<file path="src/rtl/upscaler_pkg.sv">
// Shared definitions for the upscaler line scheduler: FSM state encoding,
// a constant-evaluable clog2 and the vertical step code that means unity.
package upscaler_pkg;

  // Scheduler FSM states; the numeric values are also exported as debug state.
  typedef enum logic [1:0] {
    ST_IDLE  = 2'd0,
    ST_FILL  = 2'd1,
    ST_ARMED = 2'd2,
    ST_RUN   = 2'd3
  } state_t;

  // A vertical step code of zero stands for exactly one input line per
  // output line (2^SPH), which cannot otherwise be encoded in SPH bits.
  localparam int ONE_POINT_ZERO = 0;

  // Ceiling log2, usable in parameter expressions.
  function automatic int clog2(input int value);
    int result;
    result = 0;
    for (int i = 0; i < 31; i++) begin
      if ((1 << i) < value) begin
        result = i + 1;
      end
    end
    return result;
  endfunction

endpackage

</file>
<file path="src/rtl/upscaler_vstep_accum.sv">
// Vertical fixed-point position accumulator. Adds the step on each advance,
// reports the integer carry combinationally, and saturates to all-ones when
// the parent blocks a carrying advance (no line available to move onto).
module upscaler_vstep_accum
  import upscaler_pkg::*;
#(
  parameter int SPH = 12
) (
  input  logic           clk,
  input  logic           rst_n,
  input  logic [SPH-1:0] step,
  input  logic           advance,
  input  logic           clear,
  input  logic           block,
  output logic [SPH-1:0] frac,
  output logic           carry
);

  localparam logic [SPH-1:0] STEP_UNITY_CODE = ONE_POINT_ZERO[SPH-1:0];

  logic [SPH-1:0] acc_reg;
  logic [SPH:0]   step_ext;
  logic [SPH:0]   sum;

  // Unity is the one step value that needs the extra integer bit.
  assign step_ext = (step == STEP_UNITY_CODE) ? {1'b1, {SPH{1'b0}}} : {1'b0, step};
  assign sum      = {1'b0, acc_reg} + step_ext;
  assign carry    = sum[SPH];
  assign frac     = acc_reg;

  // Accumulator update: clear has priority, a blocked carry pins the
  // fraction just below the next line so the blend stays at the last row.
  always_ff @(posedge clk or negedge rst_n) begin
    if (!rst_n) begin
      acc_reg <= '0;
    end else if (clear) begin
      acc_reg <= '0;
    end else if (advance) begin
      if (carry && block) begin
        acc_reg <= '1;
      end else begin
        acc_reg <= sum[SPH-1:0];
      end
    end
  end

endmodule

</file>
<file path="src/rtl/upscaler_line_scheduler.sv">
// Line-buffer ring scheduler for the video upscaler. Tracks the bank being
// written by the input side, the bank pair read by the output side, the
// occupancy level, and flags dropped input lines and refused read advances.
// Everything runs in the output pixel clock domain.
module upscaler_line_scheduler
  import upscaler_pkg::*;
#(
  parameter int LINE_BUFFER_COUNT      = 8,
  parameter int SCALE_PRECISION_HEIGHT = 12,
  parameter int PRIME_LINES            = 2,
  localparam int IDX_W                 = clog2(LINE_BUFFER_COUNT),
  localparam int SPH                   = SCALE_PRECISION_HEIGHT
) (
  input  logic             i_Clk,
  input  logic             i_Rst_n,
  input  logic             i_WrFrameStart,
  input  logic             i_WrLineDone,
  input  logic             i_RdFrameStart,
  input  logic             i_RdLineStart,
  input  logic [SPH-1:0]   i_VStep,
  output logic [IDX_W-1:0] o_WrBank,
  output logic [IDX_W-1:0] o_RdBank,
  output logic [IDX_W-1:0] o_RdBankNext,
  output logic [SPH-1:0]   o_VFrac,
  output logic             o_RdValid,
  output logic [IDX_W:0]   o_Level,
  output logic             o_Overrun,
  output logic             o_Underrun,
  output logic [1:0]       o_State
);

  // Level is one bit wider than a bank index so a completely full ring
  // (COUNT lines) is distinguishable from an empty one.
  localparam logic [IDX_W-1:0] BANK_ONE    = {{(IDX_W-1){1'b0}}, 1'b1};
  localparam logic [IDX_W:0]   LEVEL_ONE   = {{IDX_W{1'b0}}, 1'b1};
  localparam logic [IDX_W:0]   LEVEL_TWO   = {{(IDX_W-1){1'b0}}, 2'b10};
  localparam logic [IDX_W:0]   LEVEL_FULL  = {1'b1, {IDX_W{1'b0}}};
  localparam logic [IDX_W:0]   LEVEL_PRIME = PRIME_LINES[IDX_W:0];

  state_t           state_reg;
  logic [IDX_W-1:0] wr_bank_reg;
  logic [IDX_W-1:0] rd_bank_reg;
  logic [IDX_W-1:0] rd_bank_next_reg;
  logic [IDX_W:0]   level_reg;
  logic             rd_valid_reg;
  logic             overrun_reg;
  logic             underrun_reg;

  logic             frame_restart;
  logic             writer_on;
  logic             rd_advance;
  logic             acc_clear;
  logic             acc_block;
  logic             acc_carry;
  logic             ring_full;
  logic             wr_advance;
  logic             wr_drop;
  logic             rd_release;
  logic             rd_refuse;
  logic [IDX_W:0]   level_next;
  logic [SPH-1:0]   frac;

  // Event decode: which of this cycle's pulses actually take effect.
  always_comb begin
    frame_restart = 1'b0;
    rd_advance    = 1'b0;
    acc_clear     = 1'b0;
    // Input frame start (re)starts filling until reading has begun; once
    // running the ring is continuous and input vsync is ignored.
    if (i_WrFrameStart && (state_reg != ST_RUN)) begin
      frame_restart = 1'b1;
    end
    // A read frame start re-anchors the blend; it wins over a line start.
    if (i_RdFrameStart && ((state_reg == ST_ARMED) || (state_reg == ST_RUN))) begin
      acc_clear = 1'b1;
    end
    if (frame_restart) begin
      acc_clear = 1'b1;
    end
    if ((state_reg == ST_RUN) && i_RdLineStart && !i_RdFrameStart) begin
      rd_advance = 1'b1;
    end
  end

  assign writer_on  = (state_reg != ST_IDLE) && !frame_restart;
  assign ring_full  = (level_reg == LEVEL_FULL);
  assign acc_block  = (level_reg < LEVEL_TWO);
  assign wr_advance = writer_on && i_WrLineDone && !ring_full;
  assign wr_drop    = writer_on && i_WrLineDone && ring_full;
  assign rd_release = rd_advance && acc_carry && !acc_block;
  assign rd_refuse  = rd_advance && acc_carry && acc_block;

  // Occupancy: a write and a release in the same cycle cancel out.
  always_comb begin
    level_next = level_reg;
    if (wr_advance && !rd_release) begin
      level_next = level_reg + LEVEL_ONE;
    end else if (!wr_advance && rd_release) begin
      level_next = level_reg - LEVEL_ONE;
    end
  end

  upscaler_vstep_accum #(
    .SPH (SPH)
  ) u_vstep_accum (
    .clk     (i_Clk),
    .rst_n   (i_Rst_n),
    .step    (i_VStep),
    .advance (rd_advance),
    .clear   (acc_clear),
    .block   (acc_block),
    .frac    (frac),
    .carry   (acc_carry)
  );

  // Scheduler FSM with its registered pointers, level and status pulses.
  always_ff @(posedge i_Clk or negedge i_Rst_n) begin
    if (!i_Rst_n) begin
      state_reg        <= ST_IDLE;
      wr_bank_reg      <= '0;
      rd_bank_reg      <= '0;
      rd_bank_next_reg <= '0;
      level_reg        <= '0;
      rd_valid_reg     <= 1'b0;
      overrun_reg      <= 1'b0;
      underrun_reg     <= 1'b0;
    end else begin
      overrun_reg  <= wr_drop;
      underrun_reg <= rd_refuse;
      if (frame_restart) begin
        state_reg        <= ST_FILL;
        wr_bank_reg      <= '0;
        rd_bank_reg      <= '0;
        rd_bank_next_reg <= BANK_ONE;
        level_reg        <= '0;
        rd_valid_reg     <= 1'b0;
      end else begin
        if (wr_advance) begin
          wr_bank_reg <= wr_bank_reg + BANK_ONE;
        end
        if (rd_release) begin
          rd_bank_reg      <= rd_bank_next_reg;
          rd_bank_next_reg <= rd_bank_next_reg + BANK_ONE;
        end
        level_reg <= level_next;
        case (state_reg)
          ST_FILL: begin
            if (level_next >= LEVEL_PRIME) begin
              state_reg <= ST_ARMED;
            end
          end
          ST_ARMED: begin
            if (i_RdFrameStart) begin
              state_reg    <= ST_RUN;
              rd_valid_reg <= 1'b1;
            end
          end
          default: begin
          end
        endcase
      end
    end
  end

  assign o_WrBank     = wr_bank_reg;
  assign o_RdBank     = rd_bank_reg;
  assign o_RdBankNext = rd_bank_next_reg;
  assign o_VFrac      = frac;
  assign o_RdValid    = rd_valid_reg;
  assign o_Level      = level_reg;
  assign o_Overrun    = overrun_reg;
  assign o_Underrun   = underrun_reg;
  assign o_State      = state_reg;

endmodule
</file>
<file path="config.mk">
export PLATFORM = sky130hd
export DESIGN_NAME = upscaler_line_scheduler
export DESIGN_NICKNAME = d
export VERILOG_FILES = /design/src/rtl/upscaler_pkg.sv /design/src/rtl/upscaler_vstep_accum.sv /design/src/rtl/upscaler_line_scheduler.sv
export SDC_FILE = /design/constraint.sdc
export NUM_CORES = 1
export LEC_CHECK = 0
export ABC_CLOCK_PERIOD_IN_PS = 7200
export CORE_MARGIN = 4
export CORE_UTILIZATION = 54
export DETAILED_ROUTE_END_ITERATION = 6
export GPL_TIMING_DRIVEN = 0
export PLACE_DENSITY = 0.87
export SYNTH_ARGS = -nofsm -noshare
export SYNTH_HDL_FRONTEND = slang
export SYNTH_SLANG_ARGS = --single-unit
</file>
<file path="constraint.sdc">
create_clock -name i_Clk -period 7.2 [get_ports i_Clk]
set_clock_uncertainty 0.15 [all_clocks]
set_input_delay 1.08 -clock i_Clk [delete_from_list [all_inputs] [get_ports i_Clk]]
set_output_delay 1.08 -clock i_Clk [all_outputs]
set_load 0.03 [all_outputs]
</file>
Word level (Yosys, flattened, before mapping):

Cells that the tools add are included.

* $lt $le $gt $ge: 2
* add/subtract/negate cells: 5
* reductions and logical operators: 31
* multiplexer cells: 24
* equality and inequality tests: 7

Operators with widths (number)
* 12-bit 2-to-1 mux: 3
* 3-bit 2-to-1 mux: 6
* 1-bit logical AND: 14
* 12-bit by 13-bit adder with 13-bit output: 1
* 13-bit 2-to-1 mux: 1
* 12-bit zero test: 1
* 4-bit 2-to-1 mux: 3
* 2-bit nonzero test: 6
* 1-bit 2-to-1 mux: 7
* 3-bit by 1-bit adder with 3-bit output (second input constant): 2
* 1-bit zero test: 6
* 2-bit 2-to-1 mux: 3
* 3-bit != test (second input constant): 2
* 4-bit by 1-bit adder with 4-bit output (second input constant): 1
* 2-bit equality test (second input constant): 2
* 4-bit equality test (second input constant): 1
* 4-bit by 2-bit greater-or-equal comparator with 1-bit output (second input constant): 1
* 4-bit by 2-bit less-than comparator with 1-bit output (second input constant): 1
* 2-bit one-hot mux with 2 select lines: 1
* 4-bit by 1-bit subtractor with 4-bit output (second input constant): 1
* 3-bit AND reduction: 1
* 3-bit nonzero test: 1
* 2-bit by 1-bit equality test with 1-bit output (second input constant): 1
* 2-bit != test (second input constant): 1
* other kinds (2): 2

* output and inout bits: 30
* input bits: 18
* flip-flop bits (word level): 30
* logic and storage cells: 78

Depth between registers and ports, before layout:

* depth after elaboration: 15
* depth in mapped cells: 13
* depth with buffers taken out: 10

Hierarchy:

Synthesis repeated with hierarchy kept, for this count alone.

* cells, all modules: 229
* area, all modules: 2157.1 µm²

By module, submodules not included
* upscaler_vstep_accum: cells each 121, seq. area each 300.3 µm², area an instance 1117.3 µm², instances 1
* upscaler_line_scheduler: cells each 108, seq. area each 450.4 µm², area an instance 1039.7 µm², instances 1

Least setup slack after synthesis:

No wires, ideal clock.

* path type: input to register
* start point: in i_VStep[0]
* end point: reg state_reg[1], in the netlist o_State[1]
* arrival: 3.805 ns
* path slack: 3.119 ns
* required time: 6.924 ns
* stages: 12
* path through: clkbuf_1 > ha_1 > fa_1 > a211o_1 > a2111oi_4 > nor3_1 > or3_1 > buf_2 > a21oi_2 > mux2i_1 > xor2_1 > a221o_1

* word-level cells in the longest chain between the ends: 11
* elaborated cells between the ends (all ways): 13
* classes of those cells: add/sub: 1; order compare: 1; eq/ne: 1; mux: 3; reduce/logical: 7

Ends and longest elaborated chain
* start: declaration: RTL line upscaler_line_scheduler.sv:20 `input logic [SPH-1:0] i_VStep,`
* 12-bit zero test: RTL line upscaler_vstep_accum.sv:26 `assign step_ext = (step == STEP_UNITY_CODE) ? {1'b1, {SPH{1'b0}}} : {1'b0, step};`
* 13-bit 2-to-1 mux (*): RTL line upscaler_vstep_accum.sv:26
* 12-bit by 13-bit adder with 13-bit output (*): RTL line upscaler_vstep_accum.sv:27 `assign sum = {1'b0, acc_reg} + step_ext;`
* 1-bit logical AND (*) (2 in a row): RTL line upscaler_line_scheduler.sv:90 `assign rd_release = rd_advance && acc_carry && !acc_block;`
* 1-bit logical AND or 1-bit zero test (tied branches): RTL line upscaler_line_scheduler.sv:98, upscaler_line_scheduler.sv:96
* 4-bit 2-to-1 mux or 1-bit logical AND (tied branches): RTL line upscaler_line_scheduler.sv:98, upscaler_line_scheduler.sv:96
* 4-bit 2-to-1 mux (*): RTL line upscaler_line_scheduler.sv:96 `if (wr_advance && !rd_release) begin`
* 4-bit by 2-bit greater-or-equal comparator with 1-bit output (*): RTL line upscaler_line_scheduler.sv:148 `if (level_next >= LEVEL_PRIME) begin`
* 3-bit != test (no line) (*)
* 3-bit AND reduction (no line) (*)
* end signal: assignment: RTL line upscaler_line_scheduler.sv:119 `state_reg <= ST_IDLE;`
* end signal: assignment: RTL line upscaler_line_scheduler.sv:149 `state_reg <= ST_ARMED;`
* end signal: assignment: RTL line upscaler_line_scheduler.sv:154 `state_reg <= ST_RUN;`
* end: declaration: RTL line upscaler_line_scheduler.sv:40 `state_t state_reg;`

Mark *: on every way between the ends. The rest lies on a longest branch, timed or not.
A chain may end at the register's enable or synchronous reset.

Worst setup path after layout:

Same ends and word-level chain as after synthesis.

==> results.toml <==
[power_and_ir_drop]
power.total_mw = 1.05
peakVddDrop_uv = 235
power_density_nw_per_um2 = 399
seq_power_share = 0.280
netSwitchingFraction = 0.444
combPwrFrac = 0.599
pwr-share-clk = 0.121
p_int_mw = 0.583
power.leakage_nw = 1.17
p_switching_mw = 0.466

[global_routing]
grt_start_max_net_pins = 17
grt_pass1_vias = 1727
antenna_found_initial = 0
grt_use_total = 0.220
grt_pass1_wl_mm = 7.72
grt-ovfl-total = 0

[sta]
worstMarginPinSlew_ns = 0.820
fmax_mhz = 225
hold_ws_ns = 0.379
finalSetupTns_ns = 0
slew_headroom = 0.453
hold_viol_final = 0
final.min_clock_period_ns = 4.44
finalSetupViolations = 0
rsz0062_at_grt = "no"
drv_slew = 0
final.period_utilization = 0.617

[synth]
syn-mean-instance-area_um2 = 9.20
synth_top_area_frac = 0.376
postSynth.asyncResetShare = 1.00
synth_flop_cell = "dfrtp_1"
synth_area_um2 = 2000
synth-seq-area-share = 0.376
synth_cells = 217
synth_nets = 252
synth_largest_area_cell = "dfrtp_1"
synth_cell_type_count = 42
yosys_register_bits = 30
synth_edf_count = 0
ys_warn_count = 0
ys_top_cells_by_area = "dfrtp_1 (38%), ha_1 (10%), a221o_1 (7.0%)"

[detailed_routing]
routedWlPerCell_um = 14.3
dr.pass1.iters = 4
drc = 0
vias_per_cell = 5.66
wirelength_mm = 4.55
first_iter_violations = 95
vias = 1801
antenna_left = 0

[setup_path]
path_delay_family = "compound AO/OA/AOI/OAI gates"
cp.buffers_inverters = 3
crit_required_ns = 7.22
setup.worst_path.class = "in -> reg"
startpoint_type = "input port"
worstPathArrival_ns = 4.46
crit_chain = "clkdlybuf4s50_1, clkbuf_1, ha_1, fa_1, a211o_1, a2111oi_4, nor3_1, or3_1, buf_2, a21oi_2, mux2i_1, xor2_1, a221o_1"
critPathMaxFanout = 6
critPathMaxStageDelay_ns = 0.43
worst_path_max_delay_cell = "fa_1"
reg2reg_slack_ns = 3.68
worstReg2RegEnd = "o_State[1]"
end_kind = "register"
worstRegToRegCells = 11
reg2reg_from = "u_vstep_accum.frac[0]"

[clock_network]
cts_hold_buf = 0
cts_inserted_buffers = 5
cts_max_level = 2
cts_sinks = 30
cts_resized = 0
postCtsSetupRepairBufs = 0
path_clk_slew_ns = 0.06
clk_latency_ns = 0.28
cts-root-buf = "clkbuf_8"
cts_tree = "yes"
cts_max_path_buffers = 2

[job]
maxCapViolCount = 0

[floorplan]
die_area_um2 = 4730
core_um2 = 3440
die_x_um = 68.8
die_h_um = 68.8
rows = 21
start_util = 0.580
pin_count = 48

[place]
place_congestion = 0.862
place_hpwl_mm = 3.53
dp_cells = 311
io_buffers = 47

[min_path]
hold_start = "o_RdBank[1]"
hold_path.class = "reg -> reg"
worstHoldEndpoint = "o_RdBank[1]"
hold_depth = 2

[finish]
final_util = 0.764
layout-drive-gt1-share = 0.0515
syn2layout_area_growth_pct = 31.8
nNetsFinal = 307
finalNonFillerCells = 318
mostFrequentLayoutCell = "clkdlybuf4s50_1"
num_antenna_cells = 0
layout_common_cells = "clkdlybuf4s50_1 (47), dfrtp_1 (30), nand2_1 (24)"

[run_status]
status = "finished clean"
==> registers in the layout (all words and copies together), names as in the netlist <==
register            count
o_Level                 4
o_Overrun               1
o_RdBank                3
o_RdBankNext            3
o_RdValid               1
o_State                 2
o_Underrun              1
o_WrBank                3
u_vstep_accum.frac     12
==> power by group through the flow <==
stage	logic (mW)	clock network, mW	registers, mW
after floorplan	0.310	0	0.409
after global routing	0.692	0.138	0.305
after detailed placement	0.630	0	0.296
final	0.628	0.127	0.294
after CTS	0.632	0.130	0.294
after global placement	0.613	0	0.295
==> worst register-to-register path: stages (launching register included) <==
cell and delay, ns:
dfrtp_1 0.40, ha_1 0.24, fa_1 0.43, a211o_1 0.37, a2111oi_4 0.32, nor3_1 0.11
or3_1 0.36, buf_2 0.16, a21oi_2 0.18, mux2i_1 0.24, xor2_1 0.13, a221o_1 0.33
==> metrics by stage <==
step / setup slack, ns / instance area [µm²]
detailed placement: 2.48 / 2550
global placement: 2.49 / 2520
floorplan: 3.12 / 2000
finish: 2.76 / 2630
global route: 2.62 / 2630
CTS: 2.75 / 2630
==> worst max-delay path by stage <==
stage	startpoint	to	slack, ns	depth (start not counted)
after floorplan	i_VStep[0]	o_State[1]	3.12	12
after global placement	i_VStep[0]	o_State[1]	2.49	13
after detailed placement	i_VStep[0]	o_State[1]	2.48	13
after CTS	i_VStep[0]	o_State[1]	2.75	13
after global routing	i_VStep[0]	o_State[1]	2.62	12
final	i_VStep[0]	o_State[1]	2.76	13
==> cell usage after synthesis, types with 3 or more instances <==
| master | number |
|---|---|
| dfrtp_1 | 30 |
| nand2_1 | 24 |
| nor2_1 | 19 |
| ha_1 | 16 |
| a221o_1 | 14 |
| clkbuf_1 | 13 |
| xnor2_1 | 12 |
| a21oi_1 | 9 |
| inv_1 | 9 |
| o21ai_0 | 8 |
| nand3_1 | 6 |
| xor2_1 | 5 |
| and2_1 | 4 |
| buf_2 | 4 |
| nor3_1 | 4 |
| nor4_1 | 3 |
| o21bai_1 | 3 |
==> cell families (layout without fill, tap and decap cells) <==
family	after synthesis	count (layout)	synth area share
multiplexers	2	2	0.0100
XOR/XNOR	17	17	0.0746
buffers and inverters	26	81	0.0514
adder cells (fa/ha/maj)	17	17	0.110
flip-flops	30	30	0.376
AO/OA/AOI/OAI	52	52	0.206
AND/OR/NAND/NOR	73	73	0.172
==> routing by layer <==
layer	GRT usage	share of wire	up-vias
li1	-	-	888
met1	0.285	0.46	853
met2	0.354	0.47	51
met3	0.0616	0.060	9
met4	0.0754	0.013	0
met5	0	0	-
==> layout make-up <==
class | instances | area (µm²)
Sequential cell | 30 | 751
Inverter | 9 | 33.8
Multi-Input combinational cell | 161 | 1140
Clock inverter | 2 | 10.0
Fill cell | 259 | 811
Tap cell | 46 | 57.6
Clock buffer | 5 | 68.8
Buffer | 17 | 68.8
Timing Repair Buffer | 48 | 498
Power figures use the tool's default switching activity.
